===== config.mk =====
export PLATFORM = sky130hd
export DESIGN_NAME = game_scoreboard_flat
export DESIGN_NICKNAME = d
export VERILOG_FILES = /design/src/rtl/game_pkg.sv /design/src/rtl/game_scoreboard_if.sv /design/src/rtl/game_entry_detect.sv /design/src/rtl/game_scoreboard.sv /design/src/flat_wrapper.sv
export SDC_FILE = /design/constraint.sdc
export NUM_CORES = 1
export LEC_CHECK = 0
export ABC_AREA = 1
export ABC_CLOCK_PERIOD_IN_PS = 4700
export BUFFER_PORTS_ARGS = -buffer_cell sky130_fd_sc_hd__buf_2
export CAP_MARGIN = 20
export CORE_MARGIN = 4
export CORE_UTILIZATION = 55
export CTS_CLUSTER_DIAMETER = 200
export DETAILED_ROUTE_END_ITERATION = 7
export HOLD_SLACK_MARGIN = 0.03
export PLACE_DENSITY_LB_ADDON = 0.2
export SYNTH_ARGS = -nofsm -noshare
export SYNTH_HDL_FRONTEND = slang
export SYNTH_SLANG_ARGS = --single-unit

===== constraint.sdc =====
create_clock -name clk -period 4.7 [get_ports clk]
set_clock_uncertainty 0.05 [all_clocks]
set_input_delay 1.41 -clock clk [delete_from_list [all_inputs] [get_ports clk]]
set_output_delay 1.41 -clock clk [all_outputs]
set_load 0.01 [all_outputs]

===== src/rtl/game_pkg.sv =====
`default_nettype none
// ============================================================================
//  Module   : game_pkg
//  Purpose  : Shared definitions for the Game scoreboard: the Game state
//             codes, the reward/prompt masks, the ending codes and the
//             scoreboard FSM state type.
//  Ports    : none (package)
//  Revision : 1.0 - initial release
// ============================================================================
package game_pkg;

    // Game adventure state codes
    localparam logic [4:0] ST_START     = 5'd1;
    localparam logic [4:0] ST_CHOICE_A  = 5'd2;
    localparam logic [4:0] ST_STUDY     = 5'd3;
    localparam logic [4:0] ST_EXERCISE  = 5'd4;
    localparam logic [4:0] ST_SLEEP     = 5'd5;
    localparam logic [4:0] ST_CHOICE_B  = 5'd6;
    localparam logic [4:0] ST_HELP      = 5'd7;
    localparam logic [4:0] ST_WANDER    = 5'd8;
    localparam logic [4:0] ST_SUCCESS   = 5'd9;
    localparam logic [4:0] ST_DROPOUT   = 5'd10;
    localparam logic [4:0] ST_CHOICE_C  = 5'd11;
    localparam logic [4:0] ST_CHOICE_D  = 5'd12;
    localparam logic [4:0] ST_BURNOUT   = 5'd13;
    localparam logic [4:0] ST_READ      = 5'd14;
    localparam logic [4:0] ST_NAP       = 5'd15;
    localparam logic [4:0] ST_REPEAT    = 5'd16;
    localparam logic [4:0] ST_PRACTICE  = 5'd17;
    localparam logic [4:0] ST_REVIEW    = 5'd18;
    localparam logic [4:0] ST_BREAK     = 5'd19;
    localparam logic [4:0] ST_SNACK     = 5'd20;
    localparam logic [4:0] ST_IDLEWRITE = 5'd21;

    // One bit per state code: states that award a motivation point
    localparam logic [31:0] c_reward_mask =
        (32'd1 << ST_STUDY) | (32'd1 << ST_EXERCISE) | (32'd1 << ST_SLEEP) |
        (32'd1 << ST_HELP)  | (32'd1 << ST_READ)     | (32'd1 << ST_PRACTICE) |
        (32'd1 << ST_REVIEW);

    // One bit per state code: states that present a decision prompt
    localparam logic [31:0] c_prompt_mask =
        (32'd1 << ST_START)    | (32'd1 << ST_CHOICE_A) | (32'd1 << ST_CHOICE_B) |
        (32'd1 << ST_CHOICE_C) | (32'd1 << ST_CHOICE_D);

    // Ending codes
    localparam logic [4:0] c_end_win    = ST_SUCCESS;
    localparam logic [4:0] c_end_lose_a = ST_DROPOUT;
    localparam logic [4:0] c_end_lose_b = ST_BURNOUT;

    typedef enum logic [1:0] {
        IDLE = 2'd0,
        PLAY = 2'd1,
        WON  = 2'd2,
        LOST = 2'd3
    } score_st_t;

    function automatic logic in_mask(input logic [31:0] mask, input logic [4:0] code);
        return mask[code];
    endfunction

endpackage
`default_nettype wire


===== src/rtl/game_scoreboard_if.sv =====
`default_nettype none
// ============================================================================
//  Module   : game_scoreboard_if
//  Purpose  : Bundle between the Game FSM side (master: drives state) and the
//             scoreboard (slave: returns score/status outputs).
//  Signals  : state, motivation, plus_one, repeat_hit, turns, done,
//             success, mismatch
//  Revision : 1.0 - initial release
// ============================================================================
interface game_scoreboard_if #(
    parameter int STATE_W = 5,
    parameter int MOT_W   = 4,
    parameter int TURN_W  = 8
);
    logic [STATE_W-1:0] state;
    logic [MOT_W-1:0]   motivation;
    logic               plus_one;
    logic               repeat_hit;
    logic [TURN_W-1:0]  turns;
    logic               done;
    logic               success;
    logic               mismatch;

    modport master (
        output state,
        input  motivation, plus_one, repeat_hit, turns, done, success, mismatch
    );

    modport slave (
        input  state,
        output motivation, plus_one, repeat_hit, turns, done, success, mismatch
    );
endinterface
`default_nettype wire


===== src/rtl/game_entry_detect.sv =====
`default_nettype none
// ============================================================================
//  Module   : game_entry_detect
//  Purpose  : Remembers the previously sampled state code and flags a state
//             entry whenever the current code differs from it.
//  Ports    : clk, reset (async, active-low), state (in),
//             entry (out, combinational), entry_code (out)
//  Revision : 1.0 - initial release
// ============================================================================
module game_entry_detect #(
    parameter int STATE_W = 5
) (
    input  wire logic               clk,
    input  wire logic               reset,
    input  wire logic [STATE_W-1:0] state,
    output logic                    entry,
    output logic [STATE_W-1:0]      entry_code
);
    logic [STATE_W-1:0] r_prev;

    // r_prev clears to 0 so the first nonzero code after reset is an entry
    always_ff @(posedge clk or negedge reset) begin
        if (!reset) r_prev <= '0;
        else        r_prev <= state;
    end

    assign entry      = (state != r_prev);
    assign entry_code = state;
endmodule
`default_nettype wire


===== src/rtl/game_scoreboard.sv =====
`default_nettype none
// ============================================================================
//  Module   : game_scoreboard
//  Purpose  : Watches the Game state code, awards one motivation point per
//             distinct reward state, counts prompt entries and classifies
//             the run as won or lost at the first ending state.
//  Ports    : clk, reset (async, active-low), sb (game_scoreboard_if.slave):
//             state in; motivation, plus_one, repeat_hit, turns, done,
//             success, mismatch out (all registered)
//  Options  : GAME_SCORE_CHECK_EN - enables the sticky mismatch flag that
//             catches endings inconsistent with the motivation reached.
//  Revision : 1.0 - initial release
// ============================================================================
module game_scoreboard
    import game_pkg::*;
#(
    parameter int STATE_W = 5,
    parameter int MOT_W   = 4,
    parameter int GOAL    = 4,
    parameter int TURN_W  = 8
) (
    input wire logic    clk,
    input wire logic    reset,
    game_scoreboard_if.slave sb
);
    localparam logic [MOT_W-1:0] c_goal = MOT_W'(GOAL);

    logic               w_entry;
    logic [STATE_W-1:0] w_code;
    logic [4:0]         w_code5;
    logic               w_live;

    score_st_t          r_state;
    logic [MOT_W-1:0]   r_mot;
    logic               r_plus;
    logic               r_rep;
    logic [TURN_W-1:0]  r_turns;
    logic               r_done;
    logic               r_succ;
    logic [31:0]        r_visited;

    game_entry_detect #(.STATE_W(STATE_W)) u_entry (
        .clk        (clk),
        .reset      (reset),
        .state      (sb.state),
        .entry      (w_entry),
        .entry_code (w_code)
    );

    assign w_code5 = w_code[4:0];
    // Entries only matter before an ending has been reached
    assign w_live  = w_entry && (r_state == IDLE || r_state == PLAY);

    always_ff @(posedge clk or negedge reset) begin
        if (!reset) begin
            r_state   <= IDLE;
            r_mot     <= '0;
            r_plus    <= 1'b0;
            r_rep     <= 1'b0;
            r_turns   <= '0;
            r_done    <= 1'b0;
            r_succ    <= 1'b0;
            r_visited <= '0;
        end else begin
            r_plus <= 1'b0;
            r_rep  <= 1'b0;
            if (w_live) begin
                // A first visit still pulses and marks the state even when
                // the counter is already saturated
                if (in_mask(c_reward_mask, w_code5) && !r_visited[w_code5]) begin
                    r_visited[w_code5] <= 1'b1;
                    r_plus             <= 1'b1;
                    if (r_mot != '1) r_mot <= r_mot + MOT_W'(1);
                end
                if (w_code5 == ST_REPEAT) r_rep <= 1'b1;
                if (in_mask(c_prompt_mask, w_code5) && (r_turns != '1))
                    r_turns <= r_turns + TURN_W'(1);

                // Endings are honoured from IDLE too
                if (w_code5 == c_end_win) begin
                    r_state <= WON;
                    r_done  <= 1'b1;
                    r_succ  <= 1'b1;
                end else if (w_code5 == c_end_lose_a || w_code5 == c_end_lose_b) begin
                    r_state <= LOST;
                    r_done  <= 1'b1;
                end else if (r_state == IDLE && w_code5 != 5'd0) begin
                    r_state <= PLAY;
                end
            end
        end
    end

`ifdef GAME_SCORE_CHECK_EN
    logic r_mis;
    logic w_bad;

    // Winning below the goal or dropping out at/above it is inconsistent
    assign w_bad = w_live &&
                   (((w_code5 == c_end_win)    && (r_mot <  c_goal)) ||
                    ((w_code5 == c_end_lose_a) && (r_mot >= c_goal)));

    always_ff @(posedge clk or negedge reset) begin
        if (!reset) begin
            r_mis <= 1'b0;
        end else begin
            if (w_bad) r_mis <= 1'b1;
            assert (!w_bad)
                else $warning("game_scoreboard: inconsistent ending code %0d", w_code5);
        end
    end

    assign sb.mismatch = r_mis;
`else
    assign sb.mismatch = 1'b0;
`endif

    assign sb.motivation = r_mot;
    assign sb.plus_one   = r_plus;
    assign sb.repeat_hit = r_rep;
    assign sb.turns      = r_turns;
    assign sb.done       = r_done;
    assign sb.success    = r_succ;
endmodule
`default_nettype wire

===== src/flat_wrapper.sv =====
// flat-port wrapper written by rule: the top's interface ports become plain ports
module game_scoreboard_flat import game_pkg::*;
#(
    parameter int STATE_W = 5,
    parameter int MOT_W   = 4,
    parameter int GOAL    = 4,
    parameter int TURN_W  = 8
)
  (clk, reset, sb_state, sb_motivation, sb_plus_one, sb_repeat_hit, sb_turns, sb_done, sb_success, sb_mismatch);
  game_scoreboard_if #(.STATE_W(STATE_W), .MOT_W(MOT_W), .TURN_W(TURN_W)) sb_i ();
  input wire logic clk;
  input wire logic reset;
  input wire logic [$bits(sb_i.state)-1:0] sb_state;
  output wire logic [$bits(sb_i.motivation)-1:0] sb_motivation;
  output wire logic [$bits(sb_i.plus_one)-1:0] sb_plus_one;
  output wire logic [$bits(sb_i.repeat_hit)-1:0] sb_repeat_hit;
  output wire logic [$bits(sb_i.turns)-1:0] sb_turns;
  output wire logic [$bits(sb_i.done)-1:0] sb_done;
  output wire logic [$bits(sb_i.success)-1:0] sb_success;
  output wire logic [$bits(sb_i.mismatch)-1:0] sb_mismatch;
  assign sb_i.state = sb_state;
  assign sb_motivation = sb_i.motivation;
  assign sb_plus_one = sb_i.plus_one;
  assign sb_repeat_hit = sb_i.repeat_hit;
  assign sb_turns = sb_i.turns;
  assign sb_done = sb_i.done;
  assign sb_success = sb_i.success;
  assign sb_mismatch = sb_i.mismatch;
  game_scoreboard #(.STATE_W(STATE_W), .MOT_W(MOT_W), .GOAL(GOAL), .TURN_W(TURN_W)) u_core (.clk(clk), .reset(reset), .sb(sb_i));
endmodule

* Word level (Yosys, flattened, before mapping)
Memory sizes are Yosys's and may differ from the RTL's.
Cells that the tools add are included.
** Operators by class
- Eq/ne operators :: 8
- Reduce and logical (&&, ||, !) cells :: 18
- Add/subtract/negate cells :: 2
- Bitwise operators :: 1
- Muxes and demuxes :: 15
- Order comparisons :: 2
** Operators with widths (number)
- bitwise OR 32 bit :: 1
- equality test 5 x 4 -> 1 bit, second input constant :: 3
- two-way mux 1 bit :: 10
- AND reduction 2 bit :: 5
- adder 8 x 1 -> 8 bit, second input constant :: 1
- inequality test 8 bit, second input constant :: 1
- < comparator 5 x 6 -> 1 bit, second input constant :: 1
- two-way mux 2 bit :: 3
- binary-select mux 1 bit (select 5 bit) :: 1
- demux 1 bit (select 5 bit) :: 1
- equality test 5 bit, second input constant :: 1
- greater-or-equal comparator 5 x 1 -> 1 bit, second input constant :: 1
- logical AND 1 bit :: 5
- inequality test 5 bit :: 1
- nonzero test 5 bit :: 1
- adder 4 x 1 -> 4 bit, second input constant :: 1
- inequality test 4 bit, second input constant :: 1
- AND reduction 3 bit :: 1
- nonzero test 3 bit :: 1
- equality test 2 x 1 -> 1 bit, second input constant :: 1
- zero test 2 bit :: 1
- logical OR 1 bit :: 2
- nonzero test 2 bit :: 1
- zero test 1 bit :: 1
** Word-level totals
- Input port bits :: 7
- Logic and storage cells :: 57
- Register bits after elaboration :: 55
- Output and inout port bits :: 17
- Memory bits (read-only) :: 64
- Memories kept :: 2
** Memory list
- (no name shown) :: words 32, bits a word 1, rd ports 1, clocked after Yosys merged registers in 0, wr ports 0, line game_pkg.sv:59 : return mask[code];
- (no name shown) :: words 32, bits a word 1, rd ports 1, clocked after Yosys merged registers in 0, wr ports 0, line game_pkg.sv:59

* Longest topological paths before layout
Gate-level depths: netlist of the first run.
- Depth after elaboration :: 6
- Depth in mapped cells :: 13
- Depth with buffers taken out :: 12

* By module
Synthesis of the first run repeated with hierarchy kept, for this count alone.
** Unflattened totals
- Cell total of the unflattened synthesis :: 315
- Area, all modules :: 2562.5 µm²
** By module, submodules not included
- game_scoreboard :: instances 1, cells an instance 282, area an instance 2307.2 µm², sequential area each 1126.1 µm²
- game_entry_detect :: instances 1, cells an instance 33, area an instance 255.2 µm², sequential area each 125.1 µm²

* Least setup slack after synthesis of the first run
Ideal clock, no wire load.
- Kind :: input port to flip-flop
- Start point :: input port sb_state[0]
- End point :: register u_core.r_visited[0]
- Arrival :: 2.632 ns
- Buffers on the path :: 2
- Stages :: 12
- Slack :: 1.894 ns
- Data required time :: 4.526 ns
- Path through :: inv_2 -> buf_6 -> ha_1 -> nand2_1 -> o22ai_1 -> a21oi_1 -> inv_1 -> nand2_1 -> nor2_4 -> nand2_2 -> buf_6 -> o21bai_2
** On the way
- Cells in the longest elaborated chain, start to end :: 5
- Elaborated cells on any way between the ends :: 15
- Those cells by class :: order compare (2); eq/ne (1); mux (5); bitwise (1); reduce/logical (5); memory (1)
** RTL lines
- from (decl) :: line flat_wrapper.sv:13 : input wire logic [$bits(sb_i.state)-1:0] sb_state;
- < comparator 5 x 6 -> 1 bit (not written as such), or another cell as far along :: line game_scoreboard.sv:71 : r_visited[w_code5] <= 1'b1;
- logical AND 1 bit (not written as such) / two-way mux 1 bit (equally long branches) :: line game_scoreboard.sv:71, game_scoreboard.sv:70
- two-way mux 1 bit (not written as such) / zero test 1 bit (equally long branches) :: line game_scoreboard.sv:71, game_scoreboard.sv:70
- demux 1 bit (select 5 bit) / logical AND 1 bit (equally long branches)
- bitwise OR 32 bit (no source line) / AND reduction 2 bit (equally long branches)
- to (signal assigned) :: line game_scoreboard.sv:63 : r_visited <= '0;
- to (signal, indexed assignment) :: line game_scoreboard.sv:71
- to (decl) :: line game_scoreboard.sv:40 : logic [31:0] r_visited;
Parallel ways exist; a longest one is shown, timed or not. The select of a mux whose other input is x is not followed.
A chain may end at the register's enable or synchronous reset.

* Final worst setup path of the first run
- Start point :: input port sb_state[0]
- End point :: register u_core.r_turns[5], in the netlist u_core.sb.turns[5]
** On the way
- Cells in the longest elaborated chain, start to end :: 4
- Elaborated cells on any way between the ends :: 6
- Those cells by class :: eq/ne (1); mux (1); reduce/logical (3); memory (1)
** RTL lines
- memory read (32 x 1 bit)
- two-way mux 1 bit (not written as such) :: line game_pkg.sv:59
- logical AND 1 bit :: line game_scoreboard.sv:76 : if (in_mask(c_prompt_mask, w_code5) && (r_turns != '1))
- AND reduction 2 bit (no source line) (*)
- to (signal assigned) :: line game_scoreboard.sv:77 : r_turns <= r_turns + TURN_W'(1);
- to (decl) :: line game_scoreboard.sv:37 : logic [TURN_W-1:0] r_turns;
Every way passes the cells marked *; elsewhere a longest branch is shown, timed or not. The select of a mux whose other input is x is not followed.

==> key figures, run 1 <==
Synthesis
  – Post-synthesis cell area: 0.002630 mm^2
  – Yosys cell types: 28
  – Cell count after synthesis: 300
  – Syn avg cell area: 8.767 um^2
  – Register area share after synthesis: 0.5138
  – Number of synthesized flops with an enable pin: 0
  – Synth Register Bits: 54
  – Post-synth ARST share: 1.000
  – Synth Warn #: 0
  – Synth Flop Type: dfrtp_1
  – Post-synthesis net count: 315

Global routing
  – Initial antenna violation count: 0
  – Largest net degree at the start of global routing: 35
  – Vias in the first global route: 1,810
  – Total gr overflow: 0
  – First-pass GRT wire length: 8.700 mm
  – Gr usage total: 0.1785

Clock network
  – Post-CTS Setup Inserts: 0
  – Cts hold-fix bufs: 0
  – CTS sink count: 54
  – Clock latency on the worst-skew pair: 0.30 ns
  – CTS Root Cell: clkbuf_8
  – Reg clk slew, reported paths: 0.09 ns
  – CTS tree: built
  – Post-CTS sizing: 0
  – CTS Buf Count: 5
  – Clock Tree Buf Depth: 2
  – H-Tree Depth: 2

Power
  – Psw: 196.1 uW
  – Power Internal: 696.8 uW
  – Pleak: 1.505 nW
  – Comb pwr share: 0.072
  – Clock power frac: 0.405
  – Sequential power share: 0.523
  – Max VDD drop: 0.0002277 V
  – Total power: 892.9 uW
  – Switch share: 0.2196
  – PwrDens: 315.8 mW/mm^2

Finish
  – Ant. Diodes: 0
  – Ratio of cells with drive above 1 in the final layout: 0.1569
  – Area growth from synthesis to layout: 7.517%
  – Nets: 320
  – Final core occ: 0.6278
  – Most frequent cells in the layout: nand2_1 (78), dfrtp_1 (54), nor2_1 (29), nand3_1 (22), buf_2 (22)
  – Most common cell after layout, fill and taps aside: nand2_1
  – Final std cells w/o fill: 358

Die
  – Starting Density: 0.5839
  – IO Pins: 24
  – Die Wd: 77.15 um
  – Vert. Die Dim: 77.15 um
  – Row cnt: 24
  – Die ar.: 0.005952 mm^2
  – Core box area: 0.004504 mm^2

Place
  – DP HPWL: 3.477 mm
  – I/O Buffers: 22
  – Placed cells: 350
  – RePlAce Congestion: 0.8804

Timing
  – Final Hold Viols: 0
  – Final setup viols: 0
  – Tmin final: 3.216 ns
  – TNS Setup: 0 ns
  – Fmax: 311.0 MHz
  – Fin crit share: 0.6842
  – Slew Limit Fails: 0
  – Unrepaired setup endpoints after global routing: no

Worst setup path
  – Worst r2r src: u_core.sb.turns[0]
  – Crit path arrival time: 3.37 ns
  – Critical path class: in -> reg
  – Largest fanout on the critical path: 26
  – Worst Setup End Kind: flip-flop
  – Worst EP required: 4.85 ns
  – CP startpoint kind: primary input
  – Cells on worst reg2reg path: 11
  – RR Endpoint: u_core.sb.turns[5]
  – Reg2reg setup slack: 2.82 ns

Hold path
  – Hold Crit Start: u_core.r_visited[22]
  – WHS Endpoint: u_core.r_visited[22]
  – Hold Crit Class: reg -> reg
  – Hold path depth: 0

Routing
  – Vias/cell: 5.246
  – Avg WL per Cell: 13.63 um
  – Antenna viol nets, final: 0
  – DRC: 0
  – Drt pass-1 iters: 4
  – Detailed-route via count: 1,878
  – Number of DRC markers in iteration 0: 178
  – Overall routed net length: 4.880 mm

Flow run
  – Max Cap Viol: 0

Outcome
  – Status: finished, final reports clean
==> cell usage after synthesis, drive strengths merged (6+ instances only) <==
master | number | share of area
nand2 | 80 | 0.12
dfrtp | 54 | 0.51
nor2 | 31 | 0.048
inv | 23 | 0.033
nand3 | 22 | 0.042
clkbuf | 17 | 0.025
o21bai | 14 | 0.054
o21ai | 10 | 0.019
buf | 8 | 0.022
ha | 8 | 0.038
xor2 | 7 | 0.023
nand4 | 6 | 0.014
xnor2 | 6 | 0.020
==> routing by layer <==
layer,up-vias,share of wire,global-route usage
li1,959,-,-
met3,5,0.061,0.03279
met5,-,0,0
met1,855,0.49,0.2670
met2,59,0.44,0.2686
met4,0,0.0092,0.04270
==> through the flow <==
stage	instance area (um^2)	hold WS (ns)	worst slack (ns)
after floorplan	2630	0.3740	1.894
after global placement	2690	0.3107	1.221
after detailed placement	2690	0.3135	1.163
after CTS	2828	0.3344	1.495
after global routing	2828	0.3388	1.226
final	2828	0.3316	1.484
==> cells by family (layout without fill, tap and decap cells) <==
logic type | after synthesis | in the layout | share of synthesized area
AO/OA/AOI/OAI | 34 | 34 | 0.09705
XOR/XNOR | 13 | 13 | 0.04329
adder cells (fa/ha/maj) | 8 | 8 | 0.03806
buffers and inverters | 48 | 54 | 0.07945
flip-flops | 54 | 54 | 0.5138
other | 1 | 1 | 0.001426
AND/OR/NAND/NOR | 142 | 142 | 0.2269
==> power by group through the flow <==
stage / clock network [mW] / registers, mW / logic (mW)
finish: 0.362 / 0.467 / 0.0640
global route: 0.396 / 0.468 / 0.0739
CTS: 0.369 / 0.467 / 0.0646
detailed placement: 0 / 0.477 / 0.0643
global placement: 0 / 0.476 / 0.0637
floorplan: 0 / 0.477 / 0.0426
==> how the worst max path moves through the flow <==
stage	startpoint	end	slack, ns
global placement	sb_state[0]	u_core.sb.turns[5]	1.22
CTS	sb_state[0]	u_core.sb.turns[5]	1.50
global route	sb_state[0]	u_core.r_visited[13]	1.23
detailed placement	sb_state[0]	u_core.sb.turns[5]	1.16
finish	sb_state[0]	u_core.sb.turns[5]	1.48
floorplan	sb_state[0]	u_core.r_visited[0]	1.89
==> layout make-up <==
cell class / instances / area [um^2]
Timing Repair Buffer: 23 / 117.6
Clock buffer: 5 / 68.82
Tap cell: 52 / 65.06
Inverter: 23 / 86.33
Fill cell: 383 / 1677
Clock inverter: 3 / 68.82
Multi-Input combinational cell: 198 / 1070
Sequential cell: 54 / 1351
==> flip-flops by register name (all words and copies together) (netlist names) <==
signal and cells:
u_core.r_state 1, u_core.sb.plus_one 1, u_core.u_entry.r_prev 5, u_core.r_visited 32, u_core.sb.repeat_hit 1, u_core.sb.done 1
u_core.sb.turns 8, u_core.sb.success 1, u_core.sb.motivation 4
==> critical path, cell delays in order <==
cell and delay (ns):
buf_2 0.36, inv_2 0.23, ha_1 0.34, nand2_1 0.06, nand3_1 0.08, o21ai_0 0.08
nor2_1 0.27, nand2_2 0.17, nor2_2 0.18, nand2_1 0.07, nand2_1 0.06, nand2_1 0.04
Power figures use the tool's default switching activity.
==> run 2: changes to the inputs <==
--- a/config.mk
+++ b/config.mk
@@ -5,12 +5,12 @@
 export SDC_FILE = /design/constraint.sdc
 export NUM_CORES = 1
 export LEC_CHECK = 0
-export ABC_AREA = 1
-export ABC_CLOCK_PERIOD_IN_PS = 4700
+export ABC_AREA = 0
+export ABC_CLOCK_PERIOD_IN_PS = 2850
 export BUFFER_PORTS_ARGS = -buffer_cell sky130_fd_sc_hd__buf_2
 export CAP_MARGIN = 20
 export CORE_MARGIN = 4
-export CORE_UTILIZATION = 55
+export CORE_UTILIZATION = 50
 export CTS_CLUSTER_DIAMETER = 200
 export DETAILED_ROUTE_END_ITERATION = 7
 export HOLD_SLACK_MARGIN = 0.03
==> constraint.sdc (replaced) <==
create_clock -name clk -period 2.85 [get_ports clk]
set_clock_uncertainty 0.05 [all_clocks]
set_input_delay 0.855 -clock clk [delete_from_list [all_inputs] [get_ports clk]]
set_output_delay 0.855 -clock clk [all_outputs]
set_load 0.01 [all_outputs]
==> key figures, run 2 <==
Synthesis
  – Post-synthesis cell area: 0.001952 mm^2
  – Syn avg cell area: 12.93 um^2
  – Compound-cell area share of the yosys netlist: 0.1256
  – Number of synthesized flops with an enable pin: 0
  – Synth area leader: dfrtp_1
  – Post-synthesis net count: 166
  – Synth Warn #: 0
  – Cell count after synthesis: 151
  – Top post-synthesis cells by count: dfrtp_1 (41), a21o_1 (15), ha_1 (8)
  – Largest cells by area after synthesis: dfrtp_1 (53%), a21o_1 (5.8%), ha_1 (5.1%)
  – Post-synth ARST share: 1.000
  – Yosys cell types: 42
  – Synth Flop Type: dfrtp_1
  – Post-Synth Simple-Gate Area: 0.1103
  – Main combinational cell family by area after synthesis: compound AO/OA/AOI/OAI gates
  – Mux cell area share after synthesis: 0.09615
  – Top-count cell post-synth: dfrtp_1
  – Post-Synth Adder-Cell Area: 0.05128
  – XOR/XNOR share of the synthesized area: 0.05833
  – Synth Register Bits: 41
  – Register area share after synthesis: 0.5256
  – Post-synth top area share: 0.5256

Timing
  – TNS Setup: 0 ns
  – Unrepaired setup endpoints after global routing: no
  – Relative slew slack: 0.4128
  – Least-Margin Pin Slew: 0.8809 ns
  – Fmax: 380.9 MHz
  – Final setup margin: 0.2246 ns
  – Final Hold Viols: 0
  – Final setup viols: 0
  – Tmin final: 2.625 ns
  – Fin crit share: 0.9212
  – Slew Limit Fails: 0

Worst setup path
  – Worst Setup End Kind: flip-flop
  – Crit path arrival time: 2.75 ns
  – Crit. Startpoint: sb_state[0]
  – Worst r2r src: u_core.r_visited[13]
  – CP startpoint kind: primary input
  – Cells on worst reg2reg path: 5
  – Largest fanout on the critical path: 8
  – Critical Path End: u_core.sb.motivation[2]
  – Reg2reg setup slack: 0.67 ns
  – Critical path class: in -> reg
  – RR Endpoint: u_core.sb.motivation[2]
  – Worst EP required: 2.97 ns

Place
  – RePlAce Congestion: 0.7793
  – I/O Buffers: 22
  – DP HPWL: 2.728 mm
  – Dpl ws: -0.1447 ns

Clock network
  – Post-CTS Setup Inserts: 0
  – CTS Buf Count: 5
  – Clock latency on the worst-skew pair: 0.29 ns
  – Reg clk slew, reported paths: 0.07 ns
  – CTS Root Cell: clkbuf_8
  – CTS sink count: 41
  – H-Tree Depth: 2
  – Clock Tree Buf Depth: 2
  – CTS tree: built

Finish
  – Reg with most FFs: u_core.r_visited
  – Area growth from synthesis to layout: 15.96%
  – Most frequent cells in the layout: dfrtp_1 (41), buf_2 (22), a21o_1 (15), buf_4 (13), ha_1 (8)
  – Fillers: 302
  – Register Area: 0.001026 mm^2
  – Area of the multi-input gates: 872.1 um^2
  – Ratio of cells with drive above 1 in the final layout: 0.3098
  – Most common cell after layout, fill and taps aside: dfrtp_1
  – Largest register FFs: 19
  – Nets: 199
  – Ant. Diodes: 0

Die
  – IO Pins: 24
  – Die ar.: 0.004967 mm^2
  – Die Wd: 70.48 um
  – Starting Density: 0.5253
  – Row cnt: 22
  – Core box area: 0.003716 mm^2
  – Vert. Die Dim: 70.48 um

Routing
  – Number of DRC markers in iteration 0: 78
  – Overall routed net length: 3.646 mm
  – Drt pass-1 iters: 4
  – Vias/cell: 5.591
  – Detailed-route via count: 1,297
  – Avg WL per Cell: 15.72 um
  – DRC: 0
  – Antenna viol nets, final: 0

Hold path
  – Hold Crit Class: reg -> reg

Global routing
  – Largest net degree at the start of global routing: 42
  – Gr usage total: 0.1618
  – Total gr overflow: 0
  – Vias in the first global route: 1,312
  – First-pass GRT wire length: 6.389 mm
  – Initial antenna violation count: 0

Power
  – Max VDD drop: 0.0004025 V
  – Total power: 1.563 mW
  – Pleak: 1.180 nW
  – PwrDens: 690.6 mW/mm^2

Flow run
  – Max Cap Viol: 0

Outcome
  – Status: finished, final reports clean
run 2: power by group:
group | switching [mW] | internal [mW]
Sequential | 0.0999 | 0.704
Combinational | 0.187 | 0.201
Clock | 0.179 | 0.192
Total | 0.467 | 1.10
run 2: through the flow:
step | instances | area (um^2) | hold WS, ns | utilization
4_1_cts | 232 | 2257 | 0.3341 | 0.6074
5_1_grt | 232 | 2263 | 0.3469 | 0.6091
6_report | 232 | 2263 | 0.3272 | 0.6091
3_3_place_gp | 225 | 2171 | 0.3108 | 0.5842
3_5_place_dp | 225 | 2171 | 0.3190 | 0.5842
2_1_floorplan | 151 | 1952 | 0.3696 | -
run 2: critical path, cell delays in order:
cell and delay [ns]:
buf_2 0.19, buf_4 0.18, nor4bb_2 0.28, a211oi_1 0.08, buf_4 0.15, a2111oi_2 0.35, buf_4 0.20, o211ai_1 0.11
mux2_1 0.35
run 2: layer usage:
| metal | up-vias | wire (um) | global-route usage | part of all wire |
|---|---|---|---|---|
| met5 | - | 0 | 0 | 0 |
| met4 | 0 | 28 | 0.05106 | 0.0077 |
| met3 | 4 | 143 | 0.04604 | 0.039 |
| met2 | 29 | 1762 | 0.2464 | 0.48 |
| met1 | 655 | 1711 | 0.2225 | 0.47 |
| li1 | 609 | - | - | - |
run 2: final cells by class:
cell class              instances  area share
flip-flops and latches         41      0.4533
multi-input cells              98      0.3853
repair buffers                 35     0.09176
clock buffers                   7     0.03814
well taps                      48     0.02653
inverters                       3    0.004975
run 2: cells by family (layout without fill, tap and decap cells):
family,after synthesis,count (layout)
AOI/OAI and AO/OA,27,27
xor gates and xnor gates,13,13
adders and majority gates,8,8
buffers and inverters,12,45
DFF,41,41
muxes,12,12
other,1,1
and+or+nand+nor,37,37
run 2: how the worst min path moves through the flow:
stage / to / cells after the start / from
floorplan: u_core.r_visited[17] / 1 / u_core.r_visited[17]
global placement: u_core.r_visited[8] / 0 / u_core.r_visited[8]
detailed placement: u_core.r_visited[9] / 0 / u_core.r_visited[9]
CTS: u_core.r_visited[9] / 0 / u_core.r_visited[9]
global route: u_core.r_visited[10] / 0 / u_core.r_visited[10]
finish: u_core.r_visited[8] / 0 / u_core.r_visited[8]
run 2: timing repair:
action,in CTS,in global routing
setup endpoints to repair,0,1
resized for setup,0,1
endpoints found under the hold margin,0,0
hold buffers,0,0
